File: config.mk
export PLATFORM = sky130hd
export DESIGN_NAME = regbank_arbiter
export DESIGN_NICKNAME = d
export VERILOG_FILES = /design/src/rtl/regbank_arbiter.sv
export SDC_FILE = /design/constraint.sdc
export NUM_CORES = 1
export LEC_CHECK = 0
export ABC_AREA = 1
export CORE_ASPECT_RATIO = 0.7
export CORE_MARGIN = 2
export CORE_UTILIZATION = 25
export CTS_BUF_LIST = sky130_fd_sc_hd__clkbuf_8
export DETAILED_ROUTE_END_ITERATION = 16
export PLACE_DENSITY = 0.76
export REMOVE_ABC_BUFFERS = 1
export SYNTH_ARGS = -nofsm -noshare
export SYNTH_HDL_FRONTEND = slang
export SYNTH_SLANG_ARGS = --single-unit
File: constraint.sdc
create_clock -name clk -period 2.65 [get_ports clk]
set_input_delay 0.265 -clock clk [delete_from_list [all_inputs] [get_ports clk]]
set_output_delay 0.265 -clock clk [all_outputs]
set_load 0.02 [all_outputs]
File: src/rtl/regbank_arbiter.sv
// Two-port round-robin arbiter and sequencer for the single rw-muxed port of the
// 8x8 register bank. Supports lock-based atomic ownership and one-cycle read responses.
module regbank_arbiter #(
    parameter int DATA_W = 8,
    parameter int IDX_W  = 3
) (
    input  logic              clk,
    input  logic              rst,
    input  logic              p0_req_valid,
    output logic              p0_req_ready,
    input  logic              p0_req_we,
    input  logic [IDX_W-1:0]  p0_req_ri_a,
    input  logic [IDX_W-1:0]  p0_req_ri_b,
    input  logic [IDX_W-1:0]  p0_req_ri_d,
    input  logic [DATA_W-1:0] p0_req_d,
    input  logic              p0_req_lock,
    output logic              p0_rsp_valid,
    input  logic              p1_req_valid,
    output logic              p1_req_ready,
    input  logic              p1_req_we,
    input  logic [IDX_W-1:0]  p1_req_ri_a,
    input  logic [IDX_W-1:0]  p1_req_ri_b,
    input  logic [IDX_W-1:0]  p1_req_ri_d,
    input  logic [DATA_W-1:0] p1_req_d,
    input  logic              p1_req_lock,
    output logic              p1_rsp_valid,
    output logic [DATA_W-1:0] rsp_a,
    output logic [DATA_W-1:0] rsp_b,
    output logic              bank_rw,
    output logic [IDX_W-1:0]  bank_ri_a,
    output logic [IDX_W-1:0]  bank_ri_b,
    output logic [IDX_W-1:0]  bank_ri_d,
    output logic [DATA_W-1:0] bank_d,
    input  logic [DATA_W-1:0] bank_a,
    input  logic [DATA_W-1:0] bank_b,
    output logic [1:0]        dbg_owner
);

    // Handshake: a request transfers at the posedge where req_valid & req_ready are both 1;
    // ready is combinational from valid, owner and prio. rsp_valid pulses for one cycle with no backpressure.

    typedef enum logic [1:0] {
        OWN_NONE = 2'd0,
        OWN_P0   = 2'd1,
        OWN_P1   = 2'd2
    } owner_t;

    owner_t             owner_q, owner_d;
    logic               prio_q, prio_d;
    logic [IDX_W-1:0]   last_a_q, last_a_d;
    logic [IDX_W-1:0]   last_b_q, last_b_d;
    logic               rsp0_q, rsp1_q;
    logic               gnt0, gnt1;

    always_comb begin
        gnt0 = 1'b0;
        gnt1 = 1'b0;
        if (!rst) begin
            case (owner_q)
                OWN_P0: gnt0 = p0_req_valid;
                OWN_P1: gnt1 = p1_req_valid;
                default: begin
                    if (p0_req_valid && p1_req_valid) begin
                        gnt0 = !prio_q;
                        gnt1 = prio_q;
                    end else begin
                        gnt0 = p0_req_valid;
                        gnt1 = p1_req_valid;
                    end
                end
            endcase
        end
    end

    assign p0_req_ready = gnt0;
    assign p1_req_ready = gnt1;

    // Idle cycles repeat the last read so the bank outputs (and rsp_a/rsp_b) stay put.
    always_comb begin
        bank_rw   = 1'b0;
        bank_ri_a = last_a_q;
        bank_ri_b = last_b_q;
        bank_ri_d = '0;
        bank_d    = '0;
        owner_d   = owner_q;
        prio_d    = prio_q;
        last_a_d  = last_a_q;
        last_b_d  = last_b_q;
        if (gnt0) begin
            bank_rw   = p0_req_we;
            bank_ri_a = p0_req_ri_a;
            bank_ri_b = p0_req_ri_b;
            bank_ri_d = p0_req_ri_d;
            bank_d    = p0_req_d;
            prio_d    = 1'b1;
            owner_d   = p0_req_lock ? OWN_P0 : OWN_NONE;
            if (!p0_req_we) begin
                last_a_d = p0_req_ri_a;
                last_b_d = p0_req_ri_b;
            end
        end else if (gnt1) begin
            bank_rw   = p1_req_we;
            bank_ri_a = p1_req_ri_a;
            bank_ri_b = p1_req_ri_b;
            bank_ri_d = p1_req_ri_d;
            bank_d    = p1_req_d;
            prio_d    = 1'b0;
            owner_d   = p1_req_lock ? OWN_P1 : OWN_NONE;
            if (!p1_req_we) begin
                last_a_d = p1_req_ri_a;
                last_b_d = p1_req_ri_b;
            end
        end
    end

    always_ff @(posedge clk or posedge rst) begin
        if (rst) begin
            owner_q  <= OWN_NONE;
            prio_q   <= 1'b0;
            last_a_q <= '0;
            last_b_q <= '0;
            rsp0_q   <= 1'b0;
            rsp1_q   <= 1'b0;
        end else begin
            owner_q  <= owner_d;
            prio_q   <= prio_d;
            last_a_q <= last_a_d;
            last_b_q <= last_b_d;
            rsp0_q   <= gnt0 && !p0_req_we;
            rsp1_q   <= gnt1 && !p1_req_we;
        end
    end

    assign p0_rsp_valid = rsp0_q;
    assign p1_rsp_valid = rsp1_q;
    assign rsp_a        = bank_a;
    assign rsp_b        = bank_b;
    assign dbg_owner    = owner_q;

endmodule

### After elaboration in Yosys (flattened, before gate mapping)

Index checks and enable logic that the tools add are counted.

* flip-flop bits (word level): 11
* latch bits: 0
* memory bits (writable): 0
* bits in read-only memories: 0
* bits of input ports: 58
* output and inout bits: 40
* logic and storage cells: 48
* memories kept: 0

* $add $sub $neg: 0
* multipliers: 0
* divide/modulo/power cells: 0
* $lt $le $gt $ge: 0
* equal/unequal tests: 4
* shift-type cells: 0
* muxes and demuxes: 30
* bitwise logic cells: 0
* reductions and logical operators: 8

Operators with widths (number)
* 3-bit 2-to-1 mux: 14
* 8-bit 2-to-1 mux: 2
* 1-bit 2-to-1 mux: 9
* 2-bit 2-to-1 mux: 3
* 1-bit case mux with 2 select lines: 2
* 1-bit logical AND: 3
* 1-bit zero test: 3
* 3-bit AND reduction: 1
* 2-bit by 1-bit equality test with 1-bit output (second input constant): 1
* 2-bit equality test (second input constant): 1
* 2-bit by 1-bit != test with 1-bit output (second input constant): 1
* 2-bit != test (second input constant): 1
* 2-bit nonzero test: 1

### Longest topological paths before layout

* depth in word-level cells: 6
* depth in mapped cells: 10
* depth with buffers taken out: 10

### Worst setup path before layout

No wires, ideal clock.

* path kind: register to output
* start point: register owner_q[0], in the netlist dbg_owner[0]
* end point: output port bank_ri_a[0]
* data arrival time: 1724 ps
* required time: 2385 ps
* setup slack: 661 ps
* cell stages (with the launch flop): 7
* path buffers: 1
* cells stage by stage: dfrtp_1 inv_1 ha_1 nand3_1 nand3_4 buf_2 o211ai_1

* longest elaborated chain between the ends: 5
* elaborated cells between the ends (all ways): 8
* classes of those cells: eq/ne (2); mux (6)

RTL lines
* from (decl): RTL line 48 `owner_t owner_q, owner_d;`
* from (signal assigned): RTL line 125 `owner_q <= owner_d;`
* 2-bit equality test / 2-bit by 1-bit equality test with 1-bit output (equally long branches): RTL line 59 `case (owner_q)`
* 1-bit case mux with 2 select lines: RTL line 59
* 1-bit 2-to-1 mux: RTL line 58 `if (!rst) begin`
* 3-bit 2-to-1 mux: RTL line 101 `end else if (gnt1) begin`
* 3-bit 2-to-1 mux (*): RTL line 89 `if (gnt0) begin`
* to (decl): RTL line 30 `output logic [IDX_W-1:0] bank_ri_a,`

Every way passes the cells marked *; elsewhere a longest branch is shown, timed or not.

### Worst setup path after layout

* start point: register owner_q[0], in the netlist dbg_owner[0]
* end point: output port p1_req_ready

* longest elaborated chain between the ends: 3
* elaborated cells between the ends (all ways): 4
* classes of those cells: eq/ne (2); mux (2)

RTL lines
* 2-bit equality test / 2-bit by 1-bit equality test with 1-bit output (equally long branches): RTL line 59
* 1-bit case mux with 2 select lines (*): RTL line 59
* 1-bit 2-to-1 mux (*): RTL line 58
* to (decl): RTL line 19 `output logic p1_req_ready,`

Marked as above.

==> out/results.ini <==
[critical_path]
worstReg2RegStart = dbg_owner[0]$_DFFE_PP0P_
crit_chain = inv_1 > ha_1 > inv_2 > nand2_1 > nand2_1 > nor2_4 > buf_4 > clkdlybuf4s50_1
worst-setup-path-type = reg -> out
required_ps = 2380
slowest_stage = clkdlybuf4s50_1
cp_num_buf_inv = 4
reg2reg_slack_ps = 820
reg2reg_to = last_a_q[1]$_DFFE_PP0P_
cp_common_cell = nand2_1
worstPathArrival_ps = 2150
rr_worst_depth = 10
critPathCaptureType = primary output
cp-start-kind = register
crit_family = buffers and inverters
worst-path-max-fanout = 8
max_stage_delay_ps = 610

[place]
post-dp-hpwl_mm = 2.65
place_area_um2 = 1660
place.gp.congestion = 0.749
port_buffers = 65
pre_cts_slack_ps = 146

[sta]
min_period_ps = 2420
rsz0062_at_grt = false
hold_viol = 0
fmax_ghz = 0.413
slew_headroom_pct = 71.5
fin_ws_ps = 231
skew_ps = 1.13
tightest_slew_ps = 426
period_share_pct = 91.3
finalSetupTns_ps = 0
drv_slew = 0
setup_viol = 0

[floorplanning]
die-area_um2 = 4890
ios = 98
die_x_um = 82.7
rows = 19
die_height_um = 59.1
core_um2 = 4040
initial_core_util_pct = 26.8

[global_routing]
grt_pass1_vias = 1139
grt-ovfl-total = 0
grt_pass1_wl_mm = 5.22
antenna_found_initial = 0
grt_usage_pct = 14.3
grt_max_degree = 23

[final_layout]
synthToLayoutAreaGrowth_pct = 62.5
final_layout_size_suffix_gt1_share_pct = 10.8
nFillCells = 422
n_antenna_cell = 0
fin_area_um2 = 1760
finalNetCount = 273

[route]
viasPerCell = 4.58
drc = 0
wire_per_inst_um = 12.9
drt_iter0_drc = 46
wirelength_mm = 3.41
first_pass_iters = 4
ant_nets = 0
vias = 1209

[synthesis]
ys_async_sr_fraction_pct = 100
seq_area_frac_synth_pct = 25.4
synthMostInstantiatedCell = nand2_1
synth_cell_types = 20
synth_common_cells = nand2_1 (53), nand3_1 (35), buf_4 (18), dfrtp_1 (11), inv_1 (11)
synth_area_leaders = dfrtp_1 (25%), nand2_1 (18%), nand3_1 (16%), buf_4 (12%), buf_6 (4.2%)
synth_top_area_share_pct = 25.4
avgSynthCellArea_um2 = 6.77
netlist_area_um2 = 1080
synth_ff_type = dfrtp_1
yosys_warnings = 0
yosys.area.top_type = dfrtp_1
synth_edf_count = 0
synth-seq-cells = 11
syn_inst = 160

[cts]
cts_tree = done
clk_latency_ps = 230
numCtsBuffers = 3
root_buffer = clkbuf_8
cts_max_level = 1
cts.sinks = 11
clk_pin_slew_ps = 50
ctsHoldBuffers = 0
cts_max_path_buffers = 2

[pwr]
power.density_nw_per_um2 = 749
p_leak_nw = 1.03
ir_drop_mv = 0.270

[job]
cap_violations = 0

[worst_hold_path]
min_path_type = in -> async

[run_status]
outcome = complete, no violations

## worst max-delay path by stage
stage                        startpoint      endpoint  slack [ps]  cells past startpoint
6_report       dbg_owner[0]$_DFFE_PP0P_  p1_req_ready         230                      8
5_1_grt        dbg_owner[0]$_DFFE_PP0P_       bank_rw          50                     10
3_3_place_gp               p0_req_valid  bank_ri_b[0]         180                      8
2_1_floorplan  dbg_owner[0]$_DFFE_PP0P_  bank_ri_a[2]         430                      7
3_5_place_dp               p0_req_valid  bank_ri_b[0]         150                      8
4_1_cts        dbg_owner[0]$_DFFE_PP0P_  bank_ri_a[0]          10                      8
## layout make-up
| cell class | instances | area [um^2] | area share (%) |
|---|---|---|---|
| inverter | 15 | 61.3 | 3.48 |
| clock inverter | 1 | 3.75 | 0.213 |
| timing repair buffer | 71 | 742 | 42.1 |
| clock buffer | 3 | 41.3 | 2.35 |
| multi-input combinational | 111 | 572 | 32.5 |
| tap | 52 | 65.1 | 3.70 |
| sequential | 11 | 275 | 15.6 |
## repair_timing
| action | in CTS | in global routing |
|---|---|---|
| pin swaps | 1 | 0 |
| gates resized for setup | 4 | 17 |
| buffers inserted | 2 | 0 |
| endpoints found under the setup margin | 18 | 15 |
## state kept, by name (all words and copies together) (netlist names)
| signal | flops |
|---|---|
| dbg_owner | 2 |
| p0_rsp_valid | 1 |
| last_b_q | 3 |
| last_a_q | 3 |
| p1_rsp_valid | 1 |
| prio_q | 1 |
## worst register-to-register path: cells and delay by family (launching register included)
family,cells,cell delay (ps)
AND/OR/NAND/NOR,6,580
buffers and inverters,3,420
adder cells (fa/ha/maj),1,360
flip-flops,1,370
## per-layer routing
layer | share of wire (%) | GRT usage, % | wire, um | up-vias
li1 | - | - | - | 602
met1 | 42 | 19.0 | 1420 | 543
met2 | 46 | 20.7 | 1560 | 62
met3 | 12 | 6.86 | 404 | 2
met4 | 0.76 | 3.75 | 26 | 0
met5 | 0 | 0 | 0 | -
## through the flow
step                cells  power, mW  utilization (%)  hold WS (ps)
finish                264       1.32             43.6           463
global route          264       1.43             43.6           518
CTS                   264       1.35             42.4           482
detailed placement    258       1.18             41.0           499
global placement      258       1.17             41.0           493
floorplan             137      0.764                -           117
## cell families after synthesis
| kind of cell | count (synthesis) | synth area share (%) |
|---|---|---|
| simple gates | 99 | 44.3 |
| compound gates | 10 | 5.66 |
| flops | 11 | 25.4 |
| buf+inv | 38 | 22.3 |
| fa+ha+maj | 2 | 2.31 |
## power breakdown
group / leakage (nW) / switching, mW / internal (mW) / total [mW]
combinational: 0.866 / 0.500 / 0.390 / 0.891
sequential: 0.140 / 0.0345 / 0.234 / 0.268
clock: 0.0269 / 0.0591 / 0.101 / 0.160
## placed cells by master (no fill, tap or decap)
| cell | instances |
|---|---|
| o21ai_1 | 4 |
| nand3_2 | 1 |
| dlymetal6s2s_1 | 15 |
| nand2_1 | 53 |
| o211ai_1 | 3 |
| dlygate4sd2_1 | 3 |
| nand2_2 | 1 |
| buf_4 | 5 |
| o21ai_0 | 2 |
| nand4_1 | 1 |
| ha_1 | 2 |
| clkdlybuf4s50_1 | 47 |
| dfrtp_1 | 11 |
| nor2_4 | 3 |
| nor2_2 | 1 |
| nand3_1 | 34 |
| inv_2 | 3 |
| inv_6 | 1 |
| clkbuf_8 | 3 |
| inv_1 | 12 |
| buf_12 | 1 |
| nor2_1 | 2 |
| a21oi_2 | 1 |
| nand2_4 | 1 |
| nand3_4 | 2 |
Power figures use the tool's default switching activity.
